### src/rtl/pwm_pkg.sv
// Shared constants, types and helpers for the PWM output block.
// Optional build macro: PWM_SHADOW_EN (period-aligned duty updates).
package pwm_pkg;

    localparam int NUM_CH    = 16;
    localparam int DUTY_W    = 8;
    localparam int PWM_STEPS = 256;

    typedef logic [DUTY_W-1:0] duty_t;
    typedef logic [NUM_CH-1:0] ch_mask_t;

    localparam duty_t DUTY_FULL = 8'hFF;
    localparam duty_t CNT_LAST  = duty_t'(PWM_STEPS - 1);

    // Full-scale duty is forced high so 0xFF never shows a one-step low pulse.
    function automatic logic pwm_level(input duty_t cnt, input duty_t duty);
        return (duty == DUTY_FULL) | (cnt < duty);
    endfunction

endpackage

### src/rtl/pwm_tick_gen.sv
// Clock prescaler: one-cycle tick every CLK_DIV clk cycles.
// Counter runs 0..CLK_DIV-1; CLK_DIV=1 ticks every cycle.
module pwm_tick_gen #(
    parameter int CLK_DIV = 13
) (
    input  logic clk,
    input  logic rst_n,
    output logic tick
);

    localparam int CNT_W = (CLK_DIV > 1) ? $clog2(CLK_DIV) : 1;
    localparam logic [CNT_W-1:0] CNT_MAX = CNT_W'(CLK_DIV - 1);

    logic [CNT_W-1:0] cnt;

    assign tick = (cnt == CNT_MAX);

    // Prescale counter, returns to zero on the tick cycle.
    always_ff @(posedge clk or negedge rst_n) begin
        if (!rst_n) begin
            cnt <= '0;
        end else if (tick) begin
            cnt <= '0;
        end else begin
            cnt <= cnt + CNT_W'(1);
        end
    end

endmodule

### src/rtl/pwm_peripheral.sv
// 16-channel PWM/static output stage fed by the SPI register file.
// Optional build macro: PWM_SHADOW_EN (duty latched at period wrap).
module pwm_peripheral
    import pwm_pkg::*;
#(
    parameter int CLK_DIV = 13,
    parameter int NUM_CH  = 16
) (
    input  logic              clk,
    input  logic              rst_n,
    input  logic [7:0]        en_reg_out_7_0,
    input  logic [7:0]        en_reg_out_15_8,
    input  logic [7:0]        en_reg_pwm_7_0,
    input  logic [7:0]        en_reg_pwm_15_8,
    input  logic [7:0]        pwm_duty_cycle,
    output logic [NUM_CH-1:0] out,
    output logic              period_start
);

    logic     tick;
    logic     wrap;
    logic     pwm_raw;
    duty_t    pwm_cnt;
    duty_t    duty_active;
    ch_mask_t en_out;
    ch_mask_t en_pwm;

    pwm_tick_gen #(
        .CLK_DIV (CLK_DIV)
    ) u_tick_gen (
        .clk   (clk),
        .rst_n (rst_n),
        .tick  (tick)
    );

    assign en_out = {en_reg_out_15_8, en_reg_out_7_0};
    assign en_pwm = {en_reg_pwm_15_8, en_reg_pwm_7_0};
    assign wrap   = tick & (pwm_cnt == CNT_LAST);

    // Period counter steps once per prescaler tick and wraps naturally.
    always_ff @(posedge clk or negedge rst_n) begin
        if (!rst_n) begin
            pwm_cnt <= '0;
        end else if (tick) begin
            pwm_cnt <= pwm_cnt + duty_t'(1);
        end
    end

    // Registered pulse marking the first cycle of each period.
    always_ff @(posedge clk or negedge rst_n) begin
        if (!rst_n) begin
            period_start <= 1'b0;
        end else begin
            period_start <= wrap;
        end
    end

`ifdef PWM_SHADOW_EN
    duty_t duty_q;

    // Shadow duty only reloads at the period boundary to avoid runt pulses.
    always_ff @(posedge clk or negedge rst_n) begin
        if (!rst_n) begin
            duty_q <= '0;
        end else if (wrap) begin
            duty_q <= pwm_duty_cycle;
        end
    end

    assign duty_active = duty_q;
`else
    assign duty_active = pwm_duty_cycle;
`endif

    assign pwm_raw = pwm_level(pwm_cnt, duty_active);

    // Per-channel mask: off, static high, or shared PWM waveform.
    always_ff @(posedge clk or negedge rst_n) begin
        if (!rst_n) begin
            out <= '0;
        end else begin
            out <= en_out & (~en_pwm | {NUM_CH{pwm_raw}});
        end
    end

endmodule

### config.mk
export PLATFORM = sky130hd
export DESIGN_NAME = pwm_peripheral
export DESIGN_NICKNAME = d
export VERILOG_FILES = /design/src/rtl/pwm_pkg.sv /design/src/rtl/pwm_tick_gen.sv /design/src/rtl/pwm_peripheral.sv
export SDC_FILE = /design/constraint.sdc
export NUM_CORES = 1
export LEC_CHECK = 0
export ABC_CLOCK_PERIOD_IN_PS = 4900
export CAP_MARGIN = 25
export CORE_MARGIN = 5
export CORE_UTILIZATION = 35
export DETAILED_ROUTE_END_ITERATION = 10
export PLACE_DENSITY = 0.68
export SETUP_SLACK_MARGIN = 0.15
export SYNTH_ARGS = -nofsm -noshare
export SYNTH_HDL_FRONTEND = slang
export SYNTH_SLANG_ARGS = --single-unit
### constraint.sdc
create_clock -name clk -period 4.9 [get_ports clk]
set_input_delay 1.47 -clock clk [delete_from_list [all_inputs] [get_ports clk]]
set_output_delay 1.47 -clock clk [all_outputs]
set_load 0.1 [all_outputs]
# Yosys cells after proc, flatten, opt, wreduce, memory -nomap -nowiden
# Cells that the tools add are included.
# op_classes
add_sub_neg,2
order_cmp,1
eq_ne,3
mux,1
bitwise_logic,5
# op_table
operator,n
$and A16 B16 Y16,1
$eq A8 B8 Y1 const B,2
$not A16 Y16,1
$or A16 B16 Y16,1
$add A8 B1 Y8 const B,1
$lt A8 B8 Y1,1
$add A4 B1 Y4 const B,1
$eq A4 B4 Y1 const B,1
$mux W4,1
$and A1 B1 Y1,1
$or A1 B1 Y1,1
# word_totals
regBits,29
input_bits,42
elab_cells,16

# Longest topological paths before layout
# Gate-level depths: netlist of the first run.
# depth
ltp_word,4
mapped_depth,7
depth_no_buf,6

# Cells and area by module
# From an unflattened synthesis of the first run, not the netlist that was laid out.
# hier_totals
cells_unflattened,105
area_unflattened_um2,1365.1
# by_module_without_submodules
module,n_inst,cells_each,area_per_inst_um2,seq_area_each_um2
pwm_peripheral,1,88,1168.6,625.6
pwm_tick_gen,1,17,196.4,100.1

# Worst setup path after synthesis of the first run
# OpenSTA, ideal clock, no wires.
# synth_timing
path_type,input port to flip-flop
startpoint,input port pwm_duty_cycle[6]
endpoint,register out[10]
t_arrival_ns,2.653
path_slack_ns,2.125
cell_stages,7
n_path_buf,1
path_cell_list,inv_1 > ha_1 > and4_1 > o21ai_1 > o32ai_4 > buf_6 > a21boi_2
# synth_via
elab_chain_len,4
elab_cells_between_ends,5
# synth_lines
item,line,source
"start, declared",pwm_peripheral.sv:15,"input logic [7:0] pwm_duty_cycle,"
$lt A8 B8 Y1 or $eq A8 B8 Y1 (tied branches),pwm_pkg.sv:17,return (duty == DUTY_FULL) | (cnt < duty);
$or A1 B1 Y1 *,pwm_pkg.sv:17,
$or A16 B16 Y16 *,pwm_peripheral.sv:82,out <= en_out & (~en_pwm | {NUM_CH{pwm_raw}});
$and A16 B16 Y16 *,pwm_peripheral.sv:82,
"end signal, assigned",pwm_peripheral.sv:82,
"end, declared",pwm_peripheral.sv:16,"output logic [NUM_CH-1:0] out,"
# Mark *: on every way between the ends. The rest lies on a longest branch, timed or not.
# A chain may end at the register's enable or synchronous reset.

# Worst setup path after layout of the first run
# layout_timing
startpoint,input port pwm_duty_cycle[6]
endpoint,register out[2]
# The elaborated chain is that of the path after synthesis.

==> results.cfg, run 1 <==
[synthesis]
synth.net_count = 157
synthesis.area_per_instance_sq_um = 12.95
post_synth_num_cell_types = 27
synthesis_stage_register_bit_count = 29
synth.top_cells.by_count = sky130_fd_sc_hd__dfrtp_1, sky130_fd_sc_hd__a21boi_2, sky130_fd_sc_hd__ha_1, sky130_fd_sc_hd__inv_1
synth_ff_type = sky130_fd_sc_hd__dfrtp_1
synth_seq_area_share_pct = 53.36
synth-edff-count = 0
synth_async_sr_flop_share_pct = 100.0
synth.top_cell.area_share_pct = 53.36
yosysWarningCount = 0
yosys.cell_count.top_type = sky130_fd_sc_hd__dfrtp_1
syn-cell-area_sq_um = 1360
synth.top_cells.by_area = sky130_fd_sc_hd__dfrtp_1, sky130_fd_sc_hd__ha_1, sky130_fd_sc_hd__a21boi_2
synthesis.instances = 105
synth.largest_area_cell = sky130_fd_sc_hd__dfrtp_1

[route]
drt_iter0_markers = 21
router_iterations_before_antenna_repair = 2
drtAntennaViolNets = 0
route.final.wire_length_um = 2950
post_drt_wl_per_cell_um = 13.59
drc = 0
vias = 1005
viasPerCell = 4.631

[clock_network]
ctsResizeCount = 0
clk_transition_reported_paths_ps = 60
clock_tree_from_tritoncts = done
tritoncts.num_buffers = 5
insertion_delay_ps = 280
clkSinkCount = 29
postCtsSetupRepairBufs = 0
cts_max_path_buffers = 2
clockRootBuffer = sky130_fd_sc_hd__clkbuf_8
cts_hold_buffers = 0
htreeDepth = 2

[timing]
post-route-period-util_pct = 70.65
finalSetupTns_ps = 0
finalMaxSlewViolations = 0
timing.max_slew.rel_slack_pct = 33.34
timing_worst_slew_pin_value_ps = 996.8
period_needed_ps = 3462
hold_viol_final = 0
max_clock_freq_ghz = 0.2889
clock_skew_ps = 1.982
setup-violations-final = 0
grt_setup_unrepaired = false

[worst_setup_path]
required_ps = 5010
startpoint_type = primary input
cp_max_fo = 16
crit_type = in2reg
crit_arrival_ps = 3570
setup.worst_path.end_class = flip-flop

[power_and_ir_drop]
power_report.internal_total_mw = 0.4058
combinational_share_of_power_pct = 21.4
seq_power_share_pct = 44.3
ir_worst_vdd_v = 0.0001641
sw_power_mw = 0.1554
power-per-cell-area_nw_per_um2 = 270.0
sw_frac_of_total_pct = 27.69
clockPowerShare_pct = 34.3
power.static_leakage_nw = 0.9114

[floorplan]
placeableCoreArea_sq_um = 3716
num_rows = 22
die_h_um = 72.34
initial_core_utilization_pct = 36.60
full_die_area_sq_um = 5232
io-pin-count = 59
die_x_um = 72.34

[placement]
numPlacedInstances = 210
gpl.final_weighted_congestion = 0.7074
port_buffers = 58
hpwl_um = 2358

[layout]
fillerInstances = 321
final_util_pct = 55.93
area.growth.synth_to_final_pct = 52.81
antenna_cells_inserted = 0
final_layout_size_suffix_gt1_share_pct = 13.02
final_nets = 221
fin_cells = 217

[hold_path]
timing.hold.worst.class = reg2reg

[status]
run_status = complete, no violations

[grt]
antenna_found_initial = 0
grt_pass1_vias = 1141
grt_first_pass_wirelength_um = 5016
overflow = 0
track_usage_pct = 12.75
grt_start_max_net_pins = 30

[job]
timing.max_cap.violations = 0
## cell usage in the layout, fill, tap and decap left out, types with 2 or more instances in the layout
cell / n
sky130_fd_sc_hd__a21oi_1: 2
sky130_fd_sc_hd__xor2_1: 3
sky130_fd_sc_hd__clkdlybuf4s50_1: 58
sky130_fd_sc_hd__nand4_1: 3
sky130_fd_sc_hd__nor2_1: 6
sky130_fd_sc_hd__clkbuf_8: 6
sky130_fd_sc_hd__nand3_1: 2
sky130_fd_sc_hd__xnor2_1: 5
sky130_fd_sc_hd__ha_1: 10
sky130_fd_sc_hd__inv_1: 10
sky130_fd_sc_hd__dfrtp_1: 29
sky130_fd_sc_hd__a21boi_0: 6
sky130_fd_sc_hd__nand2_1: 3
sky130_fd_sc_hd__a21boi_2: 10
sky130_fd_sc_hd__and3_1: 2
## flip-flops by register name, indices dropped and copies added, names as in the netlist
register,count
out,16
period_start,1
pwm_cnt,8
u_tick_gen.cnt,4
## kinds of logic after synthesis
family	after synthesis	share of synthesized area [%]
AOI/OAI and AO/OA	26	19.60
xor gates and xnor gates	8	5.152
DFF	29	53.36
buffers and inverters	12	3.956
and+or+nand+nor	19	7.911
muxes	1	0.8279
adders and majority gates	10	9.200
## worst max-delay path, cell delays in order
cell and delay [ps]:
sky130_fd_sc_hd__clkdlybuf4s50_1 480, sky130_fd_sc_hd__inv_1 50, sky130_fd_sc_hd__ha_1 300, sky130_fd_sc_hd__and4_1 190
sky130_fd_sc_hd__o21ai_1 90, sky130_fd_sc_hd__o32ai_4 770, sky130_fd_sc_hd__a21boi_0 220
## cell type report
cell class              count  area (sq um)  share of cell area, %
flip-flops and latches     29         725.7                  34.92
multi-input cells          64         580.6                  27.94
well taps                  48         60.06                  2.890
repair buffers             59         588.1                  28.30
inverters                  10         37.54                  1.806
clock buffers               7         86.33                  4.154
## per-layer routing
metal,wire (um),part of all wire (%),track usage [%],up-vias
met3,488,17,9.695,6
met2,1331,45,18.81,48
met1,1067,36,13.27,459
met4,63,2.1,6.263,0
met5,0,0,0,-
li1,-,-,-,492
## power by group through the flow
| stage | Clock [mW] | Combinational [mW] | Sequential, mW |
|---|---|---|---|
| 2_1_floorplan | 0 | 0.0130 | 0.304 |
| 3_3_place_gp | 0 | 0.120 | 0.252 |
| 3_5_place_dp | 0 | 0.121 | 0.253 |
| 4_1_cts | 0.200 | 0.122 | 0.248 |
| 5_1_grt | 0.209 | 0.127 | 0.249 |
| 6_report | 0.193 | 0.120 | 0.248 |
## path summary, 6_finish.rpt
check	startpoint	endpoint	slack (ps)	depth (start not counted)
max	pwm_duty_cycle[6]	out[2]	1440	7
min	u_tick_gen.cnt[3]	u_tick_gen.cnt[3]	480	1
max reg2reg	pwm_cnt[6]	out[2]	2720	5
min reg2reg	u_tick_gen.cnt[3]	u_tick_gen.cnt[3]	480	1
max in group asynchronous	rst_n	out[14]	3070	2
min in group asynchronous	rst_n	out[11]	1570	2
## through the flow
| stage | worst slack (ps) | area [sq um] | power, mW | hold WS (ps) |
|---|---|---|---|---|
| after detailed placement | 1119 | 1992 | 0.3742 | 480.2 |
| after floorplan | 2125 | 1360 | 0.3172 | 435.8 |
| after CTS | 1396 | 2078 | 0.5708 | 486.0 |
| after global routing | 1239 | 2078 | 0.5852 | 505.7 |
| after global placement | 1250 | 1992 | 0.3726 | 446.8 |
| final | 1438 | 2078 | 0.5612 | 478.2 |
Power figures use the tool's default switching activity.
==> run 2: changes to the inputs <==
--- a/config.mk
+++ b/config.mk
@@ -5,7 +5,7 @@
 export SDC_FILE = /design/constraint.sdc
 export NUM_CORES = 1
 export LEC_CHECK = 0
-export ABC_CLOCK_PERIOD_IN_PS = 4900
+export ABC_CLOCK_PERIOD_IN_PS = 3300
 export CAP_MARGIN = 25
 export CORE_MARGIN = 5
 export CORE_UTILIZATION = 35
==> constraint.sdc (replaced) <==
create_clock -name clk -period 3.3 [get_ports clk]
set_input_delay 0.99 -clock clk [delete_from_list [all_inputs] [get_ports clk]]
set_output_delay 0.99 -clock clk [all_outputs]
set_load 0.1 [all_outputs]
==> results.cfg, run 2 (synthesis results as in run 1) <==
[layout]
final_cell_mix = sky130_fd_sc_hd__clkdlybuf4s50_1, sky130_fd_sc_hd__dfrtp_1, sky130_fd_sc_hd__buf_4
area.growth.synth_to_final_pct = 49.95
largestRegisters = out (16), pwm_cnt (8), u_tick_gen.cnt (4)
fillerInstances = 348
antenna_cells_inserted = 0
final_util_pct = 54.88
largest_register_ff_count = 16
final_nets = 222
largest_register = out
final_layout_size_suffix_gt1_share_pct = 23.98
fin_cells = 219
commonest_non_fill_non_tap_cell_in_the_layout = sky130_fd_sc_hd__clkdlybuf4s50_1

[worst_setup_path]
critical_path.cell_chain = clkdlybuf4s50_1 > inv_1 > ha_1 > a41o_1 > a21oi_1 > o32ai_4 > buf_4 > a21boi_0
setup.worst_path.end_class = flip-flop
crit_arrival_ps = 2850
worst_path_max_delay_cell = sky130_fd_sc_hd__clkdlybuf4s50_1
startpoint_type = primary input
largest_incremental_delay_on_the_critical_path_ps = 480
required_ps = 3490
crit_type = in2reg
cp_max_fo = 16

[power_and_ir_drop]
power.static_leakage_nw = 0.9339
p_total_mw = 0.8176
ir_worst_vdd_v = 0.0002448
power-per-cell-area_nw_per_um2 = 400.9

[job]
timing.max_cap.violations = 0

[route]
router_iterations_before_antenna_repair = 2
drc = 0
drt_iter0_markers = 14
viasPerCell = 4.662
vias = 1021
route.final.wire_length_um = 3167
drtAntennaViolNets = 0
post_drt_wl_per_cell_um = 14.46

[grt]
grt_first_pass_wirelength_um = 5464
overflow = 0
grt_pass1_vias = 1214
track_usage_pct = 13.85
antenna_found_initial = 0
grt_start_max_net_pins = 30

[floorplan]
initial_core_utilization_pct = 36.60
placeableCoreArea_sq_um = 3716
full_die_area_sq_um = 5232
die_x_um = 72.34
die_h_um = 72.34
io-pin-count = 59
num_rows = 22

[placement]
port_buffers = 58
hpwl_um = 2541
post-place-ws_ps = 338.2
numPlacedInstances = 211
gpl.final_weighted_congestion = 0.7232

[clock_network]
cts_hold_buffers = 0
clock_tree_from_tritoncts = done
clkSinkCount = 29
insertion_delay_ps = 280
clk_transition_reported_paths_ps = 60
htreeDepth = 2
postCtsSetupRepairBufs = 0
clockRootBuffer = sky130_fd_sc_hd__clkbuf_8
ctsResizeCount = 0
tritoncts.num_buffers = 5
cts_max_path_buffers = 2

[timing]
finalSetupTns_ps = 0
timing_worst_slew_pin_value_ps = 355.5
hold_viol_final = 0
grt_setup_unrepaired = false
post-route-period-util_pct = 80.75
setup-violations-final = 0
finalMaxSlewViolations = 0
max_clock_freq_ghz = 0.3753
clock_skew_ps = 4.169
period_needed_ps = 2665
finalWorstSetupSlack_ps = 635.3
timing.max_slew.rel_slack_pct = 76.30

[status]
run_status = complete, no violations

[hold_path]
timing.hold.worst.class = reg2reg
-- run 2: final timing paths --
check,start,endpoint,slack (ps),cells past startpoint
worst max-delay path,pwm_duty_cycle[6],out[15],640,8
worst min-delay path,u_tick_gen.cnt[3],u_tick_gen.cnt[3],480,1
worst max register to register,pwm_cnt[5],out[15],1450,6
min in group asynchronous,rst_n,u_tick_gen.cnt[0],1090,2
worst min register to register,u_tick_gen.cnt[3],u_tick_gen.cnt[3],480,1
max in group asynchronous,rst_n,out[0],1950,2
-- run 2: final cells by class --
| cell class | count | area, sq um | area share [%] |
|---|---|---|---|
| clock buffers | 6 | 72.57 | 3.558 |
| clock inverters | 2 | 10.01 | 0.4908 |
| inverters | 10 | 37.54 | 1.840 |
| multi-input cells | 64 | 580.6 | 28.47 |
| flip-flops and latches | 29 | 725.7 | 35.58 |
| well taps | 48 | 60.06 | 2.945 |
| repair buffers | 60 | 553.0 | 27.12 |
-- run 2: through the flow --
| step | hold slack [ps] | cell area [sq um] |
|---|---|---|
| 2_1_floorplan | 435.8 | 1360 |
| 3_3_place_gp | 447.7 | 1957 |
| 3_5_place_dp | 468.8 | 1957 |
| 4_1_cts | 476.5 | 2039 |
| 5_1_grt | 504.7 | 2039 |
| 6_report | 476.3 | 2039 |
-- run 2: where the power goes --
part           total, mW  switching [mW]  internal (mW)
combinational      0.176           0.107         0.0684
clock              0.273           0.127          0.146
sequential         0.369         0.00325          0.366
-- run 2: worst max-delay path, delay by kind of cell --
| kind | cells | cell delay, ps |
|---|---|---|
| fa+ha+maj | 1 | 310 |
| compound gates | 4 | 800 |
| buf+inv | 3 | 750 |
-- run 2: routing by layer --
layer / GRT usage [%] / vias up / wire length, um / part of all wire, %
li1: - / 495 / - / -
met1: 15.34 / 473 / 1199 / 38
met2: 22.45 / 48 / 1509 / 48
met3: 7.895 / 5 / 407 / 13
met4: 4.384 / 0 / 51 / 1.6
met5: 0 / - / 0 / 0
==> run 3: changes to the inputs <==
--- a/config.mk
+++ b/config.mk
@@ -5,7 +5,7 @@
 export SDC_FILE = /design/constraint.sdc
 export NUM_CORES = 1
 export LEC_CHECK = 0
-export ABC_CLOCK_PERIOD_IN_PS = 3300
+export ABC_CLOCK_PERIOD_IN_PS = 2600
 export CAP_MARGIN = 25
 export CORE_MARGIN = 5
 export CORE_UTILIZATION = 35
==> constraint.sdc (replaced) <==
create_clock -name clk -period 2.6 [get_ports clk]
set_input_delay 0.78 -clock clk [delete_from_list [all_inputs] [get_ports clk]]
set_output_delay 0.78 -clock clk [all_outputs]
set_load 0.1 [all_outputs]
==> results.cfg, run 3 (synthesis results as in run 1) <==
[status]
run_status = complete, no violations

[route]
drtAntennaViolNets = 0
drt_iter0_markers = 9
route.final.wire_length_um = 3137
viasPerCell = 4.685
vias = 1026
post_drt_wl_per_cell_um = 14.32
router_iterations_before_antenna_repair = 3
drc = 0

[power_and_ir_drop]
power-per-cell-area_nw_per_um2 = 501.9
ir_worst_vdd_v = 0.0003270
power.static_leakage_nw = 0.9456

[layout]
largest_register_ff_count = 16
final_layout_size_suffix_gt1_share_pct = 26.32
final_nets = 223
antenna_cells_inserted = 0
largestRegisters = out (16), pwm_cnt (8), u_tick_gen.cnt (4)
area.growth.synth_to_final_pct = 55.38
commonest_non_fill_non_tap_cell_in_the_layout = sky130_fd_sc_hd__clkdlybuf4s50_1
fillerInstances = 341
final_cell_mix = sky130_fd_sc_hd__clkdlybuf4s50_1, sky130_fd_sc_hd__dfrtp_1, sky130_fd_sc_hd__buf_4, sky130_fd_sc_hd__inv_1, sky130_fd_sc_hd__a21boi_2
largest_register = out
multi_input_comb_area_sq_um = 613.1
storage_cell_area_sq_um = 725.7

[timing]
timing_worst_slew_pin_value_ps = 357.8
max_clock_freq_ghz = 0.4224
finalMaxSlewViolations = 0
timing.max_slew.rel_slack_pct = 76.15
final.hold.worst_slack_ps = 464.5
setup-violations-final = 0
period_needed_ps = 2367
finalWorstSetupSlack_ps = 232.6
post-route-period-util_pct = 91.05
clock_skew_ps = 4.918
hold_viol_final = 0
grt_setup_unrepaired = false

[worst_setup_path]
critical_path.cell_chain = clkdlybuf4s50_1 > inv_1 > ha_4 > and4_1 > o21ai_2 > o32ai_4 > clkbuf_16 > a21boi_2
required_ps = 2770
crit_type = in2reg
setup.worst_path.end_class = flip-flop
crit_arrival_ps = 2530
worst_path_max_delay_cell = sky130_fd_sc_hd__clkdlybuf4s50_1
largest_incremental_delay_on_the_critical_path_ps = 480
cp_max_fo = 8
startpoint_type = primary input

[job]
timing.max_cap.violations = 0

[hold_path]
timing.hold.worst.class = reg2reg

[placement]
port_buffers = 58
gpl.final_weighted_congestion = 0.7192
post-place-ws_ps = -89.63
hpwl_um = 2455

[grt]
overflow = 0
grt_start_max_net_pins = 30
grt_first_pass_wirelength_um = 5237
antenna_found_initial = 0
grt_pass1_vias = 1199
track_usage_pct = 13.25

[clock_network]
postCtsSetupRepairBufs = 0
tritoncts.num_buffers = 5
insertion_delay_ps = 280
clock_tree_from_tritoncts = done
ctsResizeCount = 0
clkSinkCount = 29
clk_transition_reported_paths_ps = 50
cts_hold_buffers = 0
cts_max_path_buffers = 2
clockRootBuffer = sky130_fd_sc_hd__clkbuf_8
htreeDepth = 2

[floorplan]
placeableCoreArea_sq_um = 3716
num_rows = 22
die_x_um = 72.34
initial_core_utilization_pct = 36.60
io-pin-count = 59
full_die_area_sq_um = 5232
die_h_um = 72.34
==> run 3: worst max-delay path, delay by kind of cell <==
| family | cells | cell delay [ps] |
|---|---|---|
| buf+inv | 3 | 790 |
| compound gates | 3 | 490 |
| fa+ha+maj | 1 | 270 |
| simple gates | 1 | 200 |
==> run 3: layer usage <==
layer | track usage (%) | vias up | share of wire, %
met5 | 0 | - | 0
met4 | 6.054 | 0 | 1.8
met3 | 9.003 | 7 | 14
met2 | 19.92 | 49 | 48
met1 | 14.31 | 474 | 36
li1 | - | 496 | -
==> run 3: path summary, 6_finish.rpt <==
check	from	end	slack [ps]	depth (start not counted)
setup / recovery	pwm_duty_cycle[6]	out[7]	230	8
hold / removal	u_tick_gen.cnt[3]	u_tick_gen.cnt[3]	460	1
setup reg to reg	pwm_cnt[4]	out[7]	830	6
hold reg to reg	u_tick_gen.cnt[3]	u_tick_gen.cnt[3]	460	1
max in group asynchronous	rst_n	out[14]	1460	2
min in group asynchronous	rst_n	u_tick_gen.cnt[0]	870	2
==> run 3: cell type report <==
cell class,count,area share [%]
Timing Repair Buffer,61,27.95
Inverter,10,1.776
Multi-Input combinational cell,64,29.01
Tap cell,48,2.842
Sequential cell,29,34.34
Clock buffer,7,4.085
==> run 3: per-stage QoR <==
step / instance area [sq um] / cells / power, mW / setup TNS (ps) / util [%]
after floorplan: 1360 / 105 / 0.5978 / 0 / -
after global placement: 1969 / 211 / 0.6984 / 0 / 53.00
after detailed placement: 1969 / 211 / 0.7016 / -485.6 / 53.00
after CTS: 2056 / 218 / 1.076 / 0 / 55.32
after global routing: 2113 / 219 / 1.112 / 0 / 56.87
final: 2113 / 219 / 1.061 / 0 / 56.87
==> run 3: power by group <==
group | switching [mW] | total, mW | internal, mW | leakage [nW]
clock network | 0.157 | 0.366 | 0.209 | 0.0443
registers | 0.00362 | 0.468 | 0.464 | 0.348
logic | 0.137 | 0.226 | 0.0889 | 0.553
